File: config.mk
export PLATFORM = sky130hd
export DESIGN_NAME = credit_sink
export DESIGN_NICKNAME = d
export VERILOG_FILES = /design/src/rtl/credit_sink.sv
export SDC_FILE = /design/constraint.sdc
export NUM_CORES = 1
export LEC_CHECK = 0
export BUFFER_PORTS_ARGS = -buffer_cell sky130_fd_sc_hd__clkbuf_2
export CAP_MARGIN = 0
export CORE_MARGIN = 5
export CORE_UTILIZATION = 60
export DETAILED_ROUTE_END_ITERATION = 8
export PLACE_DENSITY_LB_ADDON = 0.3
export SLEW_MARGIN = 25
export SYNTH_ARGS = -nofsm -noshare
export SYNTH_HDL_FRONTEND = slang
export SYNTH_SLANG_ARGS = --single-unit
File: constraint.sdc
create_clock -name clk -period 4.39 [get_ports clk]
set_input_delay 0.2195 -clock clk [delete_from_list [all_inputs] [get_ports clk]]
set_output_delay 0.2195 -clock clk [all_outputs]
set_load 0.02 [all_outputs]
File: src/rtl/credit_sink.sv
// credit_sink: receive end of a credit-based link.
// Words pushed by the sender are buffered without backpressure. They are handed
// to a valid/ready consumer in order. Every freed entry returns one credit pulse.
// After reset the full depth of credits is advertised. A push that arrives while
// the buffer is full is dropped and sets a sticky error flag.
module credit_sink #(
    parameter int W  = 32,
    parameter int N  = 16,
    parameter int CW = $clog2(N + 1)
) (
    input  logic          clk,
    input  logic          rst_n,
    input  logic          in_valid,
    input  logic [W-1:0]  in_data,
    output logic          out_valid,
    output logic [W-1:0]  out_data,
    input  logic          out_ready,
    output logic          credit_vld,
    output logic [CW-1:0] occupancy,
    output logic          init_done,
    output logic          overflow_r
);

    localparam int PW = (N > 1) ? $clog2(N) : 1;

    typedef enum logic {
        ST_INIT = 1'b0,
        ST_RUN  = 1'b1
    } state_t;

    // Storage and pointers
    logic [W-1:0]  mem [N];
    logic [PW-1:0] wr_ptr_q, wr_ptr_d;
    logic [PW-1:0] rd_ptr_q, rd_ptr_d;
    logic [CW-1:0] occ_q, occ_d;

    // Credit return and initialisation tracking
    logic [CW-1:0] credit_pend_q, credit_pend_d;
    logic [CW-1:0] issue_cnt_q, issue_cnt_d;
    logic          credit_vld_q, credit_vld_d;
    logic          init_done_q, init_done_d;
    logic          overflow_q, overflow_d;
    state_t        state_q, state_d;

    logic full;
    logic push;
    logic pop;
    logic issue;

    assign full  = (occ_q == CW'(N));
    assign push  = in_valid & ~full;
    assign pop   = out_valid & out_ready;
    assign issue = (credit_pend_q != '0);

    assign out_valid  = (occ_q != '0);
    assign out_data   = mem[rd_ptr_q];
    assign occupancy  = occ_q;
    assign credit_vld = credit_vld_q;
    assign init_done  = init_done_q;
    assign overflow_r = overflow_q;

    // Write accepted pushes into the buffer at the write pointer.
    // NOTE: the storage array has no reset; its contents are only read behind
    // occupancy, so resetting it would cost a reset net per bit for no benefit.
    always_ff @(posedge clk) begin
        if (push) begin
            mem[wr_ptr_q] <= in_data;
        end
    end

    // Next-state logic for the pointers, occupancy, credit backlog and flags.
    // NOTE: every *_d gets a default at the top, so no path leaves one unassigned
    // and no latch is inferred.
    always_comb begin
        wr_ptr_d      = wr_ptr_q;
        rd_ptr_d      = rd_ptr_q;
        occ_d         = occ_q;
        credit_pend_d = credit_pend_q;
        credit_vld_d  = issue;
        overflow_d    = overflow_q | (in_valid & full);

        if (push) begin
            wr_ptr_d = (wr_ptr_q == PW'(N - 1)) ? '0 : wr_ptr_q + 1'b1;
        end
        if (pop) begin
            rd_ptr_d = (rd_ptr_q == PW'(N - 1)) ? '0 : rd_ptr_q + 1'b1;
        end

        // A push is never accepted when full, so occupancy stays within 0..N.
        case ({push, pop})
            2'b10:   occ_d = occ_q + 1'b1;
            2'b01:   occ_d = occ_q - 1'b1;
            default: occ_d = occ_q;
        endcase

        // One credit leaves per cycle while a backlog exists; each pop adds one.
        case ({issue, pop})
            2'b10:   credit_pend_d = credit_pend_q - 1'b1;
            2'b01:   credit_pend_d = credit_pend_q + 1'b1;
            default: credit_pend_d = credit_pend_q;
        endcase
    end

    // Init FSM: counts the first N issued credits, then parks in RUN.
    always_comb begin
        state_d     = state_q;
        issue_cnt_d = issue_cnt_q;
        init_done_d = init_done_q;

        case (state_q)
            ST_INIT: begin
                if (issue) begin
                    issue_cnt_d = issue_cnt_q + 1'b1;
                    if (issue_cnt_q == CW'(N - 1)) begin
                        state_d     = ST_RUN;
                        init_done_d = 1'b1;
                    end
                end
            end
            ST_RUN: begin
                state_d = ST_RUN;
            end
            default: begin
                state_d = ST_INIT;
            end
        endcase
    end

    // State registers with synchronous active-low reset.
    // NOTE: sequential state uses non-blocking assignments only, so every
    // register samples the pre-edge values of the others.
    always_ff @(posedge clk) begin
        if (!rst_n) begin
            wr_ptr_q      <= '0;
            rd_ptr_q      <= '0;
            occ_q         <= '0;
            credit_pend_q <= CW'(N);
            issue_cnt_q   <= '0;
            credit_vld_q  <= 1'b0;
            init_done_q   <= 1'b0;
            overflow_q    <= 1'b0;
            state_q       <= ST_INIT;
        end else begin
            wr_ptr_q      <= wr_ptr_d;
            rd_ptr_q      <= rd_ptr_d;
            occ_q         <= occ_d;
            credit_pend_q <= credit_pend_d;
            issue_cnt_q   <= issue_cnt_d;
            credit_vld_q  <= credit_vld_d;
            init_done_q   <= init_done_d;
            overflow_q    <= overflow_d;
            state_q       <= state_d;
        end
    end

    // Credit conservation: buffered words plus the unreturned backlog can never
    // exceed the advertised depth. Credits still held by the sender make up the rest.
    always_ff @(posedge clk) begin
        if (rst_n) begin
            assert ((CW+1)'(occ_q) + (CW+1)'(credit_pend_q) <= (CW+1)'(N))
            else $error("credit_sink: occupancy plus pending credits exceeds depth");
        end
    end

endmodule

Word-level counts from Yosys, hierarchy flattened:

Memory sizes are Yosys's and may differ from the RTL's. A register that Yosys moved wholly into a read port is not among the register bits.
Cells that the tools add are included.

* flip-flop bits (word level): 27
* RAM bits: 512
* input port bits: 36
* output and inout port bits: 41
* word-level logic and storage cells: 48
* memories kept: 1

* add/sub/neg operators: 7
* equal/unequal tests: 8
* mux-type cells: 11
* bitwise logic cells: 6
* reduce and logical (&&, ||, !) cells: 6

Memory list
* mem: words 16, bits a word 32, read ports 1, clocked after Yosys merged registers in 1, write ports 1, RTL line 32 `logic [W-1:0] mem [N];`

Operators by type and width (number)
* $pmux W5 S2: 2
* $mux W4: 4
* $add A5 B1 Y5 const B: 3
* $reduce_bool A5 Y1: 2
* $sub A5 B1 Y5 const B: 2
* $add A4 B1 Y4 const B: 2
* $eq A4 B4 Y1 const B: 2
* $eq A5 B4 Y1 const B: 1
* $eq A5 B5 Y1 const B: 1
* $eq A2 B1 Y1 const B: 2
* $eq A2 B2 Y1 const B: 2
* $mux W1: 4
* $reduce_bool A2 Y1: 2
* $and A1 B1 Y1: 3
* $reduce_and A3 Y1: 1
* $not A1 Y1: 2
* $pmux W1 S2: 1
* $reduce_and A2 Y1: 1
* $or A1 B1 Y1: 1

Logic depth before layout (Yosys ltp):

* depth in word-level cells: 5
* mapped depth: 12
* mapped depth without buffers: 10

Worst setup path before layout:

Ideal clock, no wire load.

* path type: flip-flop to flip-flop
* start: reg occ_q[2] (netlist: occupancy[2])
* end: mem mem[0][0] (enable)
* library setup time: 0.461 ns
* arrival: 3.380 ns
* data required time: 3.929 ns
* path slack: 0.549 ns
* cell stages (with the launch flop): 6
* buffers on the path: 1
* clock period less this slack: 3.841 ns
* path through: dfxtp_1 > buf_2 > nor4_2 > a21boi_2 > nand2_1 > nor3_1

* word-level cells in the longest chain between the ends: 5

RTL lines
* from (decl): RTL line 35 `logic [CW-1:0] occ_q, occ_d;`
* from (signal assigned): RTL line 136 `occ_q <= '0;`
* from (signal assigned): RTL line 146 `occ_q <= occ_d;`
* $eq A5 B5 Y1: RTL line 50 `assign full = (occ_q == CW'(N));`
* $not A1 Y1: RTL line 51 `assign push = in_valid & ~full;`
* $and A1 B1 Y1: RTL line 51
* $mux W1: RTL line 66 `if (push) begin`
* $mux W1 (implied by the code): RTL line 67 `mem[wr_ptr_q] <= in_data;`
* to (decl): RTL line 32

No other way between the ends.

==> key figures <==
Finish
  • # nets final: roughly 1,100
  • Design area: 23,500 µm²
  • Fraction of layout cells with a size suffix above 1: 28.4%
  • Fillers: roughly 2,200
  • Final core utilization: roughly two thirds
  • Sequential cell area: 16,000 µm²
  • Area Growth Syn to Fin: 13.3%
  • Multi-input gate area: around 4600 µm²

Clock network
  • Htree depth: 2
  • Clock insertion delay at the later pin of the skew report: ~560 ps
  • Num CTS Buffers: 52
  • Cts hold-fix bufs: 1
  • CTS tree: yes
  • PostCTS Resize Cnt: 0
  • Clock transition at path regs: 60 ps
  • Bufs on Longest Clock Path: 3
  • Post-CTS Setup Repair Bufs: 0
  • CTS sink count: roughly 540
  • Root Driver: clkbuf_16

Setup path
  • Crit Path Category: reg -> out
  • FF-to-FF setup slack: 1320 ps
  • CP Max Fanout: 53
  • RR Startpoint: occupancy[0]
  • Critical path arrival: ~2900 ps
  • Critical Path Start Type: flip-flop
  • Critical path capture point type: output port
  • Crit path to: out_data[5]
  • FF-to-FF End: occupancy[4]
  • CP Data Required Time: 4170 ps
  • FF-to-FF path depth: 9

Hold path
  • Min-delay worst type: in -> reg

Timing
  • Max Freq: 326 MHz
  • Final Max Tran Viols: 0
  • Hold Worst Slack: 37.5 ps
  • Final setup fails: 0
  • Final Hold Viols: 0
  • Period Utilization, post-route: between 60% and 70%
  • Min Tclk post-route: about 3000 ps
  • Setup TNS: 0 ps
  • RSZ-0062 raised after global routing: no
  • Worst Max-Slew Pin Slew: approximately 1100 ps
  • Relative slew slack: 29.6%
  • Clock Skew: around 22 ps

Die
  • Core area: around 34,000 µm²
  • Height of the die: just under 200 µm
  • Std cell rows: 68
  • Die ar.: slightly below 40,000 µm²
  • IO Count: slightly below 80
  • Starting Density: 60.5%
  • Die W: just under 200 µm

GRT
  • Largest net degree at the start of global routing: 86
  • Number of global-route vias before repair: around 11,000
  • First-pass GRT wire length: about 66 mm
  • Overall Global Routing Usage: 22.8%
  • Initial antenna violation count: 3
  • Congestion Overflow GR: 0

Pwr
  • Power, Total: 12,800 µW
  • Leakage: roughly 0.0076 µW
  • Peak supply drop: 0.410 mV
  • Cell Pwr Density: ~540 nW/µm²

Drt
  • WL final: approximately 43 mm
  • Routed wire length per instance: 27.2 µm
  • Uppermost routed layer: met5
  • Initial DRC Count: roughly 1,200
  • Met3 WL: about 2.9 mm
  • Post-route ant nets: 0
  • First-pass DRT Iterations: 7
  • Vias/cell: ~6.4
  • Via count: 10,100
  • WL met2: between 20 and 25 mm
  • Met1 wire length: around 17 mm
  • DRC viols: 0

Synth
  • Xor-xnor portion of the synthesized cell area: less than 1%
  • Post-synthesis simple-gate area fraction: about 2.8%
  • Most area-consuming cells after synthesis: edfxtp_1 74%, mux4_2 14%, dfxtp_1 3.0%, a22oi_1 2.3%, ha_1 0.84%
  • Top_reg_cell synth: edfxtp_1
  • EDFF count, synth: 512
  • Adder-cell share of the synthesized area: less than 1%
  • Synth Area in Compound Gates: roughly 3.6%
  • Mapped cell area: just over 20,000 µm²
  • Seq/Total Area, Yosys: 77.0%
  • Largest family of logic cells by synthesized area: multiplexers
  • Area leader, netlist: edfxtp_1
  • Syn Nets: between 1,000 and 1,500
  • Syn Inst Count: 985
  • #FFs+latches synth: 543
  • Post-synth ARST share: 0%
  • Post-synthesis mux area share: between 10% and 20%
  • Synth Area per Inst: 21.1 µm²
  • Number of synthesis warnings: 0
  • Post-synth top area share: about three quarters
  • Synth unique cells: 48

Job
  • Max-Cap Viols: 0

Place
  • Port bufs: 76
  • Post-DP HPWL: around 23 mm
  • Placement Cell Area: approximately 22,000 µm²
  • RePlAce Congestion: roughly 0.77

Outcome
  • Status: finished, final reports clean
[worst min path at each step]
stage                   start               end  slack, ps  cells past startpoint
2_1_floorplan      in_data[0]         mem[0][0]        320                      0
3_3_place_gp   issue_cnt_q[3]    issue_cnt_q[3]        460                      2
3_5_place_dp        init_done         init_done        460                      2
4_1_cts                 rst_n  credit_pend_q[4]         30                      2
5_1_grt                 rst_n  credit_pend_q[4]         50                      2
6_report                rst_n  credit_pend_q[4]         40                      2
[Yosys cell counts, types with 4 or more instances]
cell type  number
nand2_1        45
a22oi_1        64
edfxtp_1      512
buf_1           6
or3_1           4
a21oi_1         8
ha_1           14
o21ai_0         5
nand3_1         6
nand2b_1        6
xor2_1          5
nor3_1          6
nor2_1         34
buf_2          15
clkbuf_1       30
dfxtp_1        31
a31oi_1         4
mux4_2        128
mux2i_1         7
inv_1          10
[where the power goes]
group / leakage [µW] / total, µW / internal (µW) / switching (µW)
registers: 0.00488 / 6020 / 5860 / 168
logic: 0.00192 / 2620 / 1220 / 1400
clock network: 0.000755 / 4150 / 2350 / 1800
total: 0.00756 / 12800 / 9430 / 3360
[state kept, by name, indices dropped and copies added, names as in the netlist, named ones only]
register	flops
state_q	1
wr_ptr_q	4
overflow_r	1
issue_cnt_q	5
rd_ptr_q	4
mem	512
credit_pend_q	5
occupancy	5
init_done	1
credit_vld	1
[layout make-up]
class                   instances  area share [%]
inverters                      10           0.159
well taps                     455            2.42
diodes                          1          0.0106
flip-flops and latches        543            68.0
repair buffers                103            3.04
multi-input cells             378            19.7
clock inverters                27           0.893
clock buffers                  68            5.78
[cell families (layout without fill, tap and decap cells)]
family	after synthesis	count (layout)
compound gates	99	99
flops	543	543
other cells	0	1
xor+xnor	8	8
buf+inv	64	208
mux	135	135
simple gates	122	122
fa+ha+maj	14	14
[layer usage]
| layer | GRT usage [%] | vias up |
|---|---|---|
| met5 | 0 | - |
| met4 | 5.82 | 4 |
| met3 | 4.26 | 63 |
| met2 | 37.8 | 388 |
| met1 | 32.1 | 5303 |
| li1 | - | 4317 |
[cells in the final DEF, fill, tap and decap left out, types with 8 or more instances in the layout]
cell type  count
a21oi_1        8
inv_1         10
nor2_1        21
clkbuf_1      16
nand2_1       45
ha_1          14
mux4_2       128
dfxtp_1       29
a22oi_1       64
buf_4         18
edfxtp_1     512
clkbuf_2      76
nor2_4        13
clkbuf_16     52
clkinv_1      16
[worst max-delay path: stages, from the launching register on]
cell and delay (ps):
dfxtp_4 900, buf_4 440, mux4_2 360, a22oi_1 300, nand2_1 120, clkbuf_2 170
[per-stage QoR]
stage | setup slack (ps) | std cells
detailed placement | 1390 | 1488
floorplan | 549 | 985
global route | 1110 | 1585
finish | 1320 | 1585
CTS | 1270 | 1584
global placement | 1480 | 1484
(Power assumes the default switching activity.)
